File: src/rtl/midi_voice_alloc_if.sv
// MIDI byte input and per-voice state bundle between the receiver, the voice
// allocator and the voice bank.
interface midi_voice_alloc_if #(
  parameter int NVOICES = 4
);
  logic [7:0]           rx_data;
  logic                 rx_valid;
  logic [NVOICES-1:0]   voice_gate;
  logic [7*NVOICES-1:0] voice_note;
  logic [7*NVOICES-1:0] voice_vel;
  logic [NVOICES-1:0]   voice_trig;

  modport master (
    output rx_data, rx_valid,
    input  voice_gate, voice_note, voice_vel, voice_trig
  );

  modport slave (
    input  rx_data, rx_valid,
    output voice_gate, voice_note, voice_vel, voice_trig
  );
endinterface

File: src/rtl/midi_voice_alloc.sv
// MIDI Note On/Off parser with running status feeding an oldest-steal voice allocator.
// Voice state updates 2 edges after the completing byte; no backpressure, a byte may arrive every cycle.
module midi_voice_alloc #(
  parameter int NVOICES = 4,
  parameter int CHANNEL = 0,
  parameter int OMNI    = 0
) (
  input  logic              clk_50m,
  input  logic              rst_n,
  midi_voice_alloc_if.slave bus
);

  localparam int RW = $clog2(NVOICES);

  typedef enum logic [1:0] {P_IDLE, P_D1, P_D2} pstate_e;
  typedef enum logic [2:0] {T_NOTEON, T_NOTEOFF, T_CC, T_SKIP1, T_SKIP2} mtype_e;
  typedef enum logic [1:0] {EV_NONE, EV_ON, EV_OFF, EV_ALLOFF} ev_e;

  pstate_e    p_state_q, p_state_d;
  mtype_e     type_q, type_d;
  logic [6:0] d1_q, d1_d;
  ev_e        ev_q, ev_d;
  logic [6:0] ev_note_q, ev_note_d;
  logic [6:0] ev_vel_q, ev_vel_d;

  logic [NVOICES-1:0] gate_q, gate_d;
  logic [NVOICES-1:0] trig_q, trig_d;
  logic [6:0]         note_q [NVOICES];
  logic [6:0]         note_d [NVOICES];
  logic [6:0]         vel_q  [NVOICES];
  logic [6:0]         vel_d  [NVOICES];
  logic [RW-1:0]      rank_q [NVOICES];
  logic [RW-1:0]      rank_d [NVOICES];

  logic          chan_ok;
  logic          hit, free;
  logic [RW-1:0] hit_idx, free_idx, old_idx, chosen;

  assign chan_ok = (OMNI != 0) || (bus.rx_data[3:0] == 4'(CHANNEL));

  // Byte-level parser; the event register is rewritten every cycle so it drains on its own.
  always_comb begin
    p_state_d = p_state_q;
    type_d    = type_q;
    d1_d      = d1_q;
    ev_d      = EV_NONE;
    ev_note_d = ev_note_q;
    ev_vel_d  = ev_vel_q;
    if (bus.rx_valid) begin
      if (bus.rx_data[7:3] == 5'b11111) begin
        p_state_d = p_state_q;
      end else if (bus.rx_data[7:4] == 4'hF) begin
        p_state_d = P_IDLE;
      end else if (bus.rx_data[7]) begin
        p_state_d = P_D1;
        case (bus.rx_data[7:4])
          4'h8:    type_d = chan_ok ? T_NOTEOFF : T_SKIP2;
          4'h9:    type_d = chan_ok ? T_NOTEON  : T_SKIP2;
          4'hB:    type_d = chan_ok ? T_CC      : T_SKIP2;
          4'hC,
          4'hD:    type_d = T_SKIP1;
          default: type_d = T_SKIP2;
        endcase
      end else begin
        case (p_state_q)
          P_D1: begin
            d1_d      = bus.rx_data[6:0];
            p_state_d = (type_q == T_SKIP1) ? P_D1 : P_D2;
          end
          P_D2: begin
            p_state_d = P_D1;
            ev_note_d = d1_q;
            ev_vel_d  = bus.rx_data[6:0];
            case (type_q)
              T_NOTEON:  ev_d = (bus.rx_data[6:0] != 7'd0) ? EV_ON : EV_OFF;
              T_NOTEOFF: ev_d = EV_OFF;
              T_CC:      ev_d = (d1_q == 7'h7B) ? EV_ALLOFF : EV_NONE;
              default:   ev_d = EV_NONE;
            endcase
          end
          default: p_state_d = p_state_q;
        endcase
      end
    end
  end

  // Descending scan so the lowest-index match/free voice wins.
  always_comb begin
    hit      = 1'b0;
    free     = 1'b0;
    hit_idx  = '0;
    free_idx = '0;
    old_idx  = '0;
    for (int v = NVOICES - 1; v >= 0; v--) begin
      if (gate_q[v] && (note_q[v] == ev_note_q)) begin
        hit     = 1'b1;
        hit_idx = RW'(v);
      end
      if (!gate_q[v]) begin
        free     = 1'b1;
        free_idx = RW'(v);
      end
      if (rank_q[v] == RW'(NVOICES - 1)) old_idx = RW'(v);
    end
    chosen = hit ? hit_idx : (free ? free_idx : old_idx);
  end

  always_comb begin
    gate_d = gate_q;
    note_d = note_q;
    vel_d  = vel_q;
    rank_d = rank_q;
    trig_d = '0;
    case (ev_q)
      EV_ON: begin
        for (int v = 0; v < NVOICES; v++) begin
          if (RW'(v) == chosen) begin
            gate_d[v] = 1'b1;
            note_d[v] = ev_note_q;
            vel_d[v]  = ev_vel_q;
            trig_d[v] = 1'b1;
            rank_d[v] = '0;
          end else if (rank_q[v] < rank_q[chosen]) begin
            rank_d[v] = rank_q[v] + RW'(1);
          end
        end
      end
      EV_OFF: begin
        for (int v = 0; v < NVOICES; v++) begin
          if (gate_q[v] && (note_q[v] == ev_note_q)) gate_d[v] = 1'b0;
        end
      end
      EV_ALLOFF: gate_d = '0;
      default:   gate_d = gate_q;
    endcase
  end

  always_ff @(posedge clk_50m or negedge rst_n) begin
    if (!rst_n) begin
      p_state_q <= P_IDLE;
      type_q    <= T_SKIP2;
      d1_q      <= '0;
      ev_q      <= EV_NONE;
      ev_note_q <= '0;
      ev_vel_q  <= '0;
      gate_q    <= '0;
      trig_q    <= '0;
      for (int v = 0; v < NVOICES; v++) begin
        note_q[v] <= '0;
        vel_q[v]  <= '0;
        rank_q[v] <= RW'(v);
      end
    end else begin
      p_state_q <= p_state_d;
      type_q    <= type_d;
      d1_q      <= d1_d;
      ev_q      <= ev_d;
      ev_note_q <= ev_note_d;
      ev_vel_q  <= ev_vel_d;
      gate_q    <= gate_d;
      trig_q    <= trig_d;
      note_q    <= note_d;
      vel_q     <= vel_d;
      rank_q    <= rank_d;
    end
  end

  assign bus.voice_gate = gate_q;
  assign bus.voice_trig = trig_q;

  for (genvar g = 0; g < NVOICES; g++) begin : g_out
    assign bus.voice_note[7*g +: 7] = note_q[g];
    assign bus.voice_vel[7*g +: 7]  = vel_q[g];
  end

endmodule

File: src/flat_wrapper.sv
// flat-port wrapper written by rule: the top's interface ports become plain ports
module midi_voice_alloc_flat 
#(
  parameter int NVOICES = 4,
  parameter int CHANNEL = 0,
  parameter int OMNI    = 0
)
  (clk_50m, rst_n, bus_rx_data, bus_rx_valid, bus_voice_gate, bus_voice_note, bus_voice_vel, bus_voice_trig);
  midi_voice_alloc_if #(.NVOICES(NVOICES)) bus_i ();
  input  logic clk_50m;
  input  logic rst_n;
  input wire logic [$bits(bus_i.rx_data)-1:0] bus_rx_data;
  input wire logic [$bits(bus_i.rx_valid)-1:0] bus_rx_valid;
  output wire logic [$bits(bus_i.voice_gate)-1:0] bus_voice_gate;
  output wire logic [$bits(bus_i.voice_note)-1:0] bus_voice_note;
  output wire logic [$bits(bus_i.voice_vel)-1:0] bus_voice_vel;
  output wire logic [$bits(bus_i.voice_trig)-1:0] bus_voice_trig;
  assign bus_i.rx_data = bus_rx_data;
  assign bus_i.rx_valid = bus_rx_valid;
  assign bus_voice_gate = bus_i.voice_gate;
  assign bus_voice_note = bus_i.voice_note;
  assign bus_voice_vel = bus_i.voice_vel;
  assign bus_voice_trig = bus_i.voice_trig;
  midi_voice_alloc #(.NVOICES(NVOICES), .CHANNEL(CHANNEL), .OMNI(OMNI)) u_core (.clk_50m(clk_50m), .rst_n(rst_n), .bus(bus_i));
endmodule
File: config.mk
export PLATFORM = sky130hd
export DESIGN_NAME = midi_voice_alloc_flat
export DESIGN_NICKNAME = d
export VERILOG_FILES = /design/src/rtl/midi_voice_alloc_if.sv /design/src/rtl/midi_voice_alloc.sv /design/src/flat_wrapper.sv
export SDC_FILE = /design/constraint.sdc
export NUM_CORES = 1
export LEC_CHECK = 0
export CORE_MARGIN = 8
export CORE_UTILIZATION = 60
export CTS_BUF_LIST = sky130_fd_sc_hd__clkbuf_8
export DETAILED_ROUTE_END_ITERATION = 16
export HOLD_SLACK_MARGIN = 0.12
export PLACE_DENSITY = 0.95
export SYNTH_ARGS = -nofsm -noshare
export SYNTH_HDL_FRONTEND = slang
export SYNTH_SLANG_ARGS = --single-unit
File: constraint.sdc
create_clock -name clk_50m -period 6.75 [get_ports clk_50m]
set_input_delay 1.35 -clock clk_50m [delete_from_list [all_inputs] [get_ports clk_50m]]
set_output_delay 1.35 -clock clk_50m [all_outputs]
set_load 0.01 [all_outputs]
After elaboration in Yosys (flattened, before gate mapping) --
Index checks and enable logic that the tools add are counted.
Cells by class: add/subtract/negate cells 4, order comparisons 5, equality and inequality tests 35, multiplexer cells 63, bitwise logic cells 4, reduce and logical (&&, ||, !) cells 31
Operators with widths (number):
- 2-bit 2-to-1 mux | 34
- 7-bit == test | 4
- 4-bit == test, second input constant | 6
- 1-bit 2-to-1 mux | 20
- 2-bit by 1-bit inequality test with 1-bit output, second input constant | 8
- 2-bit AND reduction | 8
- 3-bit AND reduction | 5
- 2-bit == test, second input constant | 7
- 3-bit one-hot mux with 4 select lines | 1
- 4-bit one-hot mux with 3 select lines | 1
- 5-bit AND reduction | 2
- 3-bit 2-to-1 mux | 3
- 2-bit by 1-bit adder with 2-bit output, second input constant | 4
- 2-bit less-than comparator | 4
- 2-bit nonzero test | 4
- 7-bit == test, second input constant | 1
- 7-bit nonzero test | 1
- 3-bit by 2-bit == test with 1-bit output, second input constant | 2
- 2-bit one-hot mux with 3 select lines | 1
- 5-bit == test, second input constant | 1
- 2-bit binary-select mux with 2-bit select | 1
- 2-bit by 1-bit == test with 1-bit output, second input constant | 2
- 2-bit == test, first input constant | 2
- 1-bit logical AND | 4
- 14 further kinds | 16
Storage, ports and cells: register bits 100, output and inout bits 64

Depth between registers and ports, before layout --
Gate-level depths: netlist of the first run.
depth after elaboration 14, mapped depth 12, depth with buffers taken out 9

Worst setup path before layout of the first run --
Ideal clock, no wire load.
kind input-to-reg, start input port bus_rx_data[7], end register u_core.ev_vel_q[0], library setup time 0.125 ns, arrival 2.555 ns, required time 6.625 ns, setup slack 4.070 ns, cell stages on the path 4, buffers on the path 2, cell sequence nor4bb_1 clkbuf_1 clkbuf_1 mux2_2
Between the ends: longest elaborated chain between the ends 3, elaborated cells between the ends (all ways) 6, those cells by class 2 x eq/ne; 3 x bitwise; 1 x reduce/logical
Ends and longest elaborated chain:
- from (decl) | line flat_wrapper.sv:12 | input wire logic [$bits(bus_i.rx_data)-1:0] bus_rx_data;
- 5-bit == test or 4-bit == test (tied branches) | line midi_voice_alloc.sv:50, midi_voice_alloc.sv:52
- 1-bit NOT (no line)
- 5-bit AND reduction (no line) *
- to (signal assigned) | line midi_voice_alloc.sv:159 | ev_vel_q <= ev_vel_d;
- to (decl) | line midi_voice_alloc.sv:24 | logic [6:0] ev_vel_q, ev_vel_d;
Mark *: on every way between the ends. The rest lies on a longest branch, timed or not. A chain may end at the register's enable or synchronous reset.

Final worst setup path of the first run --
start register u_core.ev_note_q[0], end register u_core.vel_q, in the netlist u_core.bus.voice_vel[6]
Between the ends: longest elaborated chain between the ends 9, elaborated cells between the ends (all ways) 19, those cells by class 4 x eq/ne; 9 x mux; 6 x reduce/logical
Ends and longest elaborated chain:
- from (decl) | line midi_voice_alloc.sv:23 | logic [6:0] ev_note_q, ev_note_d;
- from (signal assigned) | line midi_voice_alloc.sv:158 | ev_note_q <= ev_note_d;
- 7-bit == test | line midi_voice_alloc.sv:95 | if (gate_q[v] && (note_q[v] == ev_note_q)) begin
- 1-bit logical AND | line midi_voice_alloc.sv:95
- 2-bit 2-to-1 mux or 1-bit 2-to-1 mux (tied branches) (4 in series) | line midi_voice_alloc.sv:95
- 2-bit 2-to-1 mux * | line midi_voice_alloc.sv:105 | chosen = hit ? hit_idx : (free ? free_idx : old_idx);
- 2-bit logical NOT * | line midi_voice_alloc.sv:117 | if (RW'(v) == chosen) begin
- 2-bit AND reduction (no line) *
- to (signal assigned) | line midi_voice_alloc.sv:163 | vel_q <= vel_d;
- to (decl) | line midi_voice_alloc.sv:30 | logic [6:0] vel_q [NVOICES];
Marked as above.

==> results of run 1 <==
[metrics by stage]
step	hold WS, ns	utilization (%)	setup WS (ns)	power (µW)
after CTS	0.495	72.3	3.63	1910
after detailed placement	0.471	70.1	3.61	1550
final	0.488	72.3	3.60	1910
after global placement	0.459	70.1	3.66	1510
after floorplan	0.479	-	4.07	1330
after global routing	0.520	72.3	3.38	2010
[state kept, by name, indices dropped and copies added (netlist names)]
| name | flops |
|---|---|
| u_core.bus.voice_note | 28 |
| u_core.bus.voice_vel | 28 |
| u_core.rank_q | 8 |
| u_core.d1_q | 7 |
| u_core.ev_note_q | 7 |
| u_core.ev_vel_q | 7 |
| u_core.bus.voice_gate | 4 |
| u_core.bus.voice_trig | 4 |
| u_core.type_q | 3 |
| u_core.ev_q | 2 |
| u_core.p_state_q | 2 |
[synth_stat cells (2+ instances only)]
master	instances	area, µm²
nand2_1	78	293
clkbuf_1	4	15.0
a41o_1	3	30.0
nor3b_1	2	15.0
nand4_1	5	31.3
nor2b_1	8	50.1
inv_1	13	48.8
nor3_2	2	20.0
o32ai_4	2	55.1
nor3_1	7	35.0
xnor2_1	18	158
nand3_1	2	10.0
dfrtp_1	95	2380
a21o_1	4	30.0
and2_1	2	12.5
o21ai_0	10	50.1
nor4_1	3	18.8
a221oi_1	2	17.5
o31ai_1	3	22.5
nor2_1	13	48.8
buf_4	5	37.5
a211oi_2	2	25.0
buf_6	6	67.6
mux2_1	6	67.6
mux2_2	49	552
and4_1	3	26.3
ha_1	4	50.1
a31oi_1	3	18.8
xor2_1	11	96.3
a31o_1	2	17.5
nand2b_1	3	18.8
o22ai_1	3	18.8
dfstp_2	5	131
or2_1	2	12.5
nor2_4	2	22.5
a211oi_1	2	15.0
buf_2	5	25.0
nor3_4	2	32.5
a21oi_1	7	35.0
[routing by layer]
layer	wire length, µm	up-vias
met1	4640	1792
met4	181	0
li1	-	1615
met5	0	-
met3	899	16
met2	5980	111
[worst max-delay path, delay by kind of cell (launching register included)]
kind,cells,cell delay (ns)
xor+xnor,1,0.22
buf+inv,1,0.45
compound gates,1,0.24
flops,1,0.51
simple gates,5,1.63
[worst max path at each step]
stage / startpoint / to / slack, ns / depth (start not counted)
2_1_floorplan: bus_rx_data[7] / u_core.ev_vel_q[0] / 4.07 / 4
3_3_place_gp: bus_rx_data[7] / u_core.d1_q[0] / 3.66 / 3
3_5_place_dp: bus_rx_data[7] / u_core.d1_q[6] / 3.61 / 3
4_1_cts: u_core.ev_note_q[0] / u_core.bus.voice_vel[6] / 3.63 / 8
5_1_grt: u_core.ev_note_q[0] / u_core.bus.voice_vel[1] / 3.38 / 8
6_report: u_core.ev_note_q[0] / u_core.bus.voice_vel[6] / 3.60 / 8
[logic make-up (layout without fill, tap and decap cells)]
family                   after synthesis  in the layout  synth area share (%)
AO/OA/AOI/OAI                         57             57                  10.3
XOR/XNOR                              29             29                  5.19
adder cells (fa/ha/maj)                4              4                  1.02
buffers and inverters                 35            107                  4.12
flip-flops                           100            100                  51.3
multiplexers                          55             55                  12.7
AND/OR/NAND/NOR                      144            144                  15.5
[final cells by class]
cell class	count	area, µm²	share of cell area [%]
multi-input cells	289	2190	37.6
inverters	15	56.3	0.967
clock buffers	9	124	2.13
clock inverters	7	58.8	1.01
repair buffers	76	753	12.9
flip-flops and latches	100	2510	43.1
well taps	105	131	2.26
[power by group through the flow]
stage               combinational, µW  sequential (µW)  clock, µW
detailed placement                620              926          0
global placement                  593              914          0
floorplan                         487              843          0
global route                      684              936        392
finish                            625              918        365
CTS                               628              914        369
==> reports/metrics.cfg, run 1 <==
[sta]
fin_setup_tns_ns=0
finalSetupViolations=0
final.period_utilization_pct=46.7
fmax_mhz=317
fin_skew_ns=0.00809
hold_viol_final=0
slew_headroom_pct=34.2
tightest_slew_ns=0.985
layout_min_cycle_time_ns=3.15
rsz0062_at_grt=no
drv_slew=0

[critical_path]
crit_chain=xor2_1, nor4_2, and2_1, o41a_4, nand2b_1, clkinv_1, nand2_1, nand2_1
rrSetupSlack_ns=3.60
crit_type=flip-flop to flip-flop
max_stage_delay_ns=0.65
startpoint_type=flip-flop
crit_path_frequent_cell=nand2_1
critPathSlowestCell=nand2b_1
cp.required_ns=7.02
end_kind=flip-flop
r2r_cells=8
worstPathArrival_ns=3.42
reg2reg_from=u_core.ev_note_q[0]
rr_endpoint=u_core.bus.voice_vel[6]
critPathMaxFanout=18

[layout]
final_cell_mix=95 x dfrtp_1, 78 x nand2_1, 73 x clkdlybuf4s50_1
fin_cells=601
fillers=537
post_route_cells_drive_above_1_share_pct=19.8
antenna_cells=0
final_cell_area_mm2=0.00582
synthToLayoutAreaGrowth_pct=19.0
final_common_cell=dfrtp_1
final_nets=506

[power]
p_clk_share_pct=19.2
ir_drop_mv=0.236
switchingPower_uw=727
p_sw_share_pct=38.1
p_leak_uw=0.00263
p_seq_share_pct=48.1
share_comb_of_total_power_pct=32.7
internal-power_uw=1180
power_density_mw_per_mm2=328

[hold_path]
min_to=u_core.bus.voice_vel[1]
hold_start=u_core.bus.voice_vel[1]
min_path_type=flip-flop to flip-flop
hold_depth=2

[floorplan]
rows=33
core_mm2=0.00805
die-area_mm2=0.0113
ios=75
die_y_um=106
start_util_pct=60.8
fp.dieW_um=106

[cts]
cts_hold_buf=0
cts.reportedPaths.clkPinSlew_ns=0.10
numCtsBuffers=9
clk_path_buf_depth=2
post_cts_buffers=0
cts_sinks=100
postCtsResizedCells=0
cts_tree=yes
h-tree-depth=3
clock_latency_ns=0.37
clockRootBuffer=clkbuf_8

[routing]
drt-total-wl_um=11700
vias_per_cell=5.88
wire_per_inst_um=19.5
drc=0
firstDrtPassIters=4
num_vias=3534
drt_iter0_markers=153
drtAntennaViolNets=0

[global_route]
grt_use_met2_pct=36.9
grt_pass1_wl_um=19300
grt_use_total_pct=21.3
use_met3_pct=6.53
top_usage_layer=met2
grt_max_degree=78
use_met1_pct=24.3
overflow=0
grt_pass1_vias=3779
antenna_found_initial=0

[logic_synthesis]
avgSynthCellArea_um2=11.5
synth_area_mm2=0.00489
yosysWarnings=0
synth_edf_count=0
synth_nets=439
ys_types=65
ys_seq_area_share_pct=51.3
synthCells=424
async_flop_share_pct=100
synth_top_flop_cell=dfrtp_1
synth_seq_cells=100

[status]
status=finished, final reports clean

[placed_design]
gp_congestion=0.906
io_buffers=74
place.detailed.hpwl_um=8430
place_area_mm2=0.00564
dp.cells=585

[job]
cap_violations=0

No activity file was read; power rests on OpenSTA's default activity.
==> run 2, diff against run 1 <==
CORE_UTILIZATION = 56   (was 60)
PLACE_DENSITY = 0.89   (was 0.95)
clock period = 2.95 ns   (was 6.75 ns; I/O delays follow)
==> run 2 against run 1 <==
  * Via count grew 2.4%
  * Core utilization shrank 3.1 points
  * Hold slack lost 0.27 ns
  * Die area grew 6.1%
  * Clock skew grew 0.0061 ns
  * First-iteration DRC count grew 15%
  * Setup slack lost 3.4 ns
  * Wire length grew 3.2%
  * Cell count grew 2.8%
  * Clock-buffer cell count is the same
  * Register-to-register slack lost 3.4 ns
  * Fmax grew 13%
  * Largest cell class unchanged
==> reports/metrics.cfg, run 2 (synthesized netlist as in run 1, its figures left out) <==
[critical_path]
startpoint_type=flip-flop
crit_family=compound AO/OA/AOI/OAI gates
reg2reg_from=u_core.rank_q[3]
crit_chain=ha_1, nor2_1, o311a_1, o32ai_4, o211ai_4, a211oi_4, nor3_2, buf_4, a41o_1, a221oi_1
crit_start=u_core.rank_q[3]
critPathMaxFanout=6
worstPathArrival_ns=3.07
crit_type=flip-flop to flip-flop
end_kind=flip-flop
max_stage_delay_ns=0.61
critPathSlowestCell=dfstp_2
path_buf_inv=1
cp.required_ns=3.22

[cts]
cts_hold_buf=0
cts.reportedPaths.clkPinSlew_ns=0.11
postCtsResizedCells=0
h-tree-depth=3
clock_latency_ns=0.37
clk_path_buf_depth=2
cts_sinks=100
cts_tree=yes
post_cts_buffers=0
numCtsBuffers=9
clockRootBuffer=clkbuf_8

[power]
p_leak_uw=0.00271
power_density_mw_per_mm2=744
ir_drop_mv=0.420

[placed_design]
dp.cells=602
io_buffers=74
place_area_mm2=0.00576
place.detailed.hpwl_um=8800
gp_congestion=0.874

[hold_path]
min_path_type=input pin to asynchronous set/reset pin

[layout]
final_nets=520
fillers=586
final_common_cell=dfrtp_1
multiInputGateArea_mm2=0.00220
final_cell_mix=95 x dfrtp_1, 78 x nand2_1, 73 x clkdlybuf4s50_1
fin_cells=618
post-route-util_pct=69.2
final_cell_area_mm2=0.00595
post_route_cells_drive_above_1_share_pct=22.4
regArea_mm2=0.00251
synthToLayoutAreaGrowth_pct=21.5
antenna_cells=0

[status]
status=finished, final reports clean

[sta]
layout_min_cycle_time_ns=2.79
tightest_slew_ns=0.599
drv_slew=0
final.period_utilization_pct=94.7
hold_viol_final=0
slew_headroom_pct=60.0
finalSetupViolations=0
fin_skew_ns=0.0142
fin_setup_tns_ns=0
fmax_mhz=358
whs_ns=0.216
rsz0062_at_grt=no

[floorplan]
rows=34
die-area_mm2=0.0120
ios=75
core_mm2=0.00859
die_y_um=109
start_util_pct=57.0
fp.dieW_um=109

[global_route]
grt_use_total_pct=21.0
antenna_found_initial=0
grt_pass1_vias=3880
overflow=0
grt_max_degree=60
grt_pass1_wl_um=19600

[routing]
drc=0
drtAntennaViolNets=0
drt-total-wl_um=12100
firstDrtPassIters=4
vias_per_cell=5.86
num_vias=3620
drt_iter0_markers=176
wire_per_inst_um=19.5

[job]
cap_violations=0

[run 2: cell types whose count changed in the layout (fill, tap and decap cells not counted)]
cell        change
and2_1          -1
clkinvlp_4      +1
o21ai_1         -1
buf_12          +1
o21ai_2         +1
and2_4          +1
buf_4          +13
clkinv_4        -1
[run 2: power by group]
part | leakage [µW] | switching (µW) | internal, µW
clock | 0.0000881 | 509 | 319
combinational | 0.00129 | 773 | 774
sequential | 0.00133 | 388 | 1660
total | 0.00271 | 1670 | 2750
[run 2: per-stage QoR]
stage / setup WS [ns] / power (µW)
floorplan: 0.370 / 3040
global placement: 0.235 / 3510
detailed placement: 0.0679 / 3600
CTS: 0.0131 / 4440
global route: 0.0350 / 4660
finish: 0.155 / 4420
[run 2: layout make-up]
type / count / share of cell area [%]
Clock inverter: 7 / 0.967
Sequential cell: 100 / 42.2
Multi-Input combinational cell: 289 / 36.9
Clock buffer: 9 / 2.08
Tap cell: 108 / 2.27
Inverter: 15 / 0.946
Timing Repair Buffer: 90 / 14.6
[run 2: worst reg2reg max path: cells and delay by family, from the launching register on]
kind / cells / cell delay (ns)
AO/OA/AOI/OAI: 6 / 1.54
AND/OR/NAND/NOR: 2 / 0.20
adder cells (fa/ha/maj): 1 / 0.18
buffers and inverters: 1 / 0.18
flip-flops: 1 / 0.61
[run 2: metal layers]
metal / track usage (%) / part of all wire [%] / wire, µm
met5: 0 / 0 / 0
met4: 8.49 / 1.8 / 221
met3: 4.75 / 7.9 / 954
met2: 34.3 / 49 / 5950
met1: 26.4 / 41 / 4950
[run 2: worst paths after layout]
kind                                            end  slack [ns]  cells after the start
setup reg to reg                   u_core.rank_q[2]        0.16                     10
min in group clk_50m        u_core.bus.voice_vel[4]        0.48                      2
max in group asynchronous          u_core.type_q[2]        1.96                      2
setup / recovery                   u_core.rank_q[2]        0.16                     10
hold reg to reg             u_core.bus.voice_vel[4]        0.48                      2
hold / removal             u_core.bus.voice_trig[2]        0.22                      1
==> run 3, diff against run 2 <==
CORE_UTILIZATION = 60   (was 56)
DONT_BUFFER_PORTS = 1   (was default)
PLACE_DENSITY = 0.83   (was 0.89)
SLEW_MARGIN = 20   (was default)
==> run 3 against run 2 <==
  * Hold slack got worse by 0.11 ns
  * Sequential power increased by 4%
  * Core utilization decreased by 4.4 points
  * Sequential share of layout area increased by 5.9 points
  * Power decreased by 5.2%
  * Setup slack improved by 0.0075 ns
  * Critical path type unchanged
  * Fmax increased by 0.27%
  * Clock skew about the same
  * Combinational power decreased by 21%
  * Largest cell class unchanged
==> reports/metrics.cfg, run 3 (synthesized netlist as in run 1, its figures left out) <==
[layout]
fin_cells=539
final_nets=444
final_common_cell=dfrtp_1
antenna_cells=0
post_route_cells_drive_above_1_share_pct=26.3
synthToLayoutAreaGrowth_pct=6.70
final_cell_mix=94 x dfrtp_1, 78 x nand2_1, 49 x mux2_2

[floorplan]
fp.dieW_um=106
die_y_um=106
rows=33
start_util_pct=60.8
die-area_mm2=0.0113
core_mm2=0.00805
ios=75

[critical_path]
critPathMaxFanout=9
cp.required_ns=3.23
worstPathArrival_ns=3.06
end_kind=flip-flop
crit_type=flip-flop to flip-flop
startpoint_type=flip-flop

[cts]
h-tree-depth=3
cts_sinks=100
clockRootBuffer=clkbuf_8
numCtsBuffers=9
cts_tree=yes
clock_latency_ns=0.37
clk_path_buf_depth=2
cts.reportedPaths.clkPinSlew_ns=0.10

[placed_design]
gp_congestion=0.850
dp.cells=522
place.detailed.hpwl_um=7950
io_buffers=0

[power]
internal-power_uw=2580
share_comb_of_total_power_pct=29.2
power_density_mw_per_mm2=803
p_seq_share_pct=51.0
switchingPower_uw=1610
p_sw_share_pct=38.4
p_clk_share_pct=19.9
ir_drop_mv=0.362
p_leak_uw=0.00245

[sta]
slew_headroom_pct=44.5
finalSetupViolations=0
whs_ns=0.111
fin_skew_ns=0.0139
hold_viol_final=0
fmax_mhz=359
drv_slew=0
fin_setup_tns_ns=0
tightest_slew_ns=0.831
final.period_utilization_pct=94.5
layout_min_cycle_time_ns=2.79
rsz0062_at_grt=no

[routing]
num_vias=3209
drc=0
drtAntennaViolNets=0
drt-total-wl_um=11100
drt_iter0_markers=136
vias_per_cell=5.95
firstDrtPassIters=4
wire_per_inst_um=20.5

[status]
status=finished, final reports clean

[global_route]
grt_pass1_wl_um=18000
grt_pass1_vias=3291
grt_use_total_pct=20.4
antenna_found_initial=0
grt_max_degree=101
overflow=0

[job]
cap_violations=0

[hold_path]
min_path_type=input pin to asynchronous set/reset pin

==> run 3: area by class of cell <==
class | count | area, µm²
Clock buffer | 10 | 138
Clock inverter | 6 | 47.5
Fill cell | 590 | 2830
Inverter | 15 | 56.3
Multi-Input combinational cell | 289 | 2210
Sequential cell | 100 | 2510
Tap cell | 105 | 131
Timing Repair Buffer | 14 | 125
==> run 3: worst paths after layout <==
check,to,cells after the start,slack [ns],start
worst min-delay path,u_core.bus.voice_gate[2],1,0.11,rst_n
max in group asynchronous,u_core.ev_note_q[5],1,2.40,rst_n
min in group clk_50m,u_core.type_q[0],1,0.32,bus_rx_data[5]
worst max register to register,u_core.rank_q[2],9,0.16,u_core.ev_note_q[0]
worst max-delay path,u_core.rank_q[2],9,0.16,u_core.ev_note_q[0]
worst min register to register,u_core.ev_note_q[4],1,0.52,u_core.d1_q[4]
==> run 3: through the flow <==
stage                     setup slack (ns)  area, µm²  total power [µW]  utilization (%)
final                                0.163       5220              4190             64.9
after global routing                0.0109       5220              4440             64.9
after CTS                           0.0183       5210              4190             64.7
after detailed placement            0.0531       4990              3330             62.0
after global placement               0.188       4990              3250             62.0
after floorplan                      0.370       4890              3040                -
==> run 3: worst max-delay path: stages, from the launching register on <==
cell,delay (ns)
dfrtp_1,0.50
xor2_1,0.22
nor4_2,0.36
and2_2,0.32
o211ai_4,0.17
a211oi_4,0.36
nor3_2,0.14
buf_4,0.18
a41o_1,0.23
a221oi_1,0.21
==> run 3: repair_timing <==
item	CTS	global route
gates resized for setup	0	5
buffers inserted	0	0
endpoints found under the setup margin	0	13
hold endpoints to repair	100	0
hold buffers	1	0
==> run 3: per-layer routing <==
metal  vias up  global-route usage, %  part of all wire (%)  wire [µm]
met5         -                      0                     0          0
met4         0                   6.73                   1.6        179
li1       1490                      -                     -          -
met1      1597                   24.9                    40       4400
met3        14                   8.23                    10       1150
met2       108                   32.2                    48       5320
==> run 3: power by group through the flow <==
stage / Clock, µW / Combinational (µW) / Sequential (µW)
finish: 833 / 1220 / 2140
global route: 906 / 1350 / 2190
CTS: 849 / 1210 / 2130
detailed placement: 0 / 1170 / 2160
global placement: 0 / 1110 / 2140
floorplan: 0 / 1110 / 1930
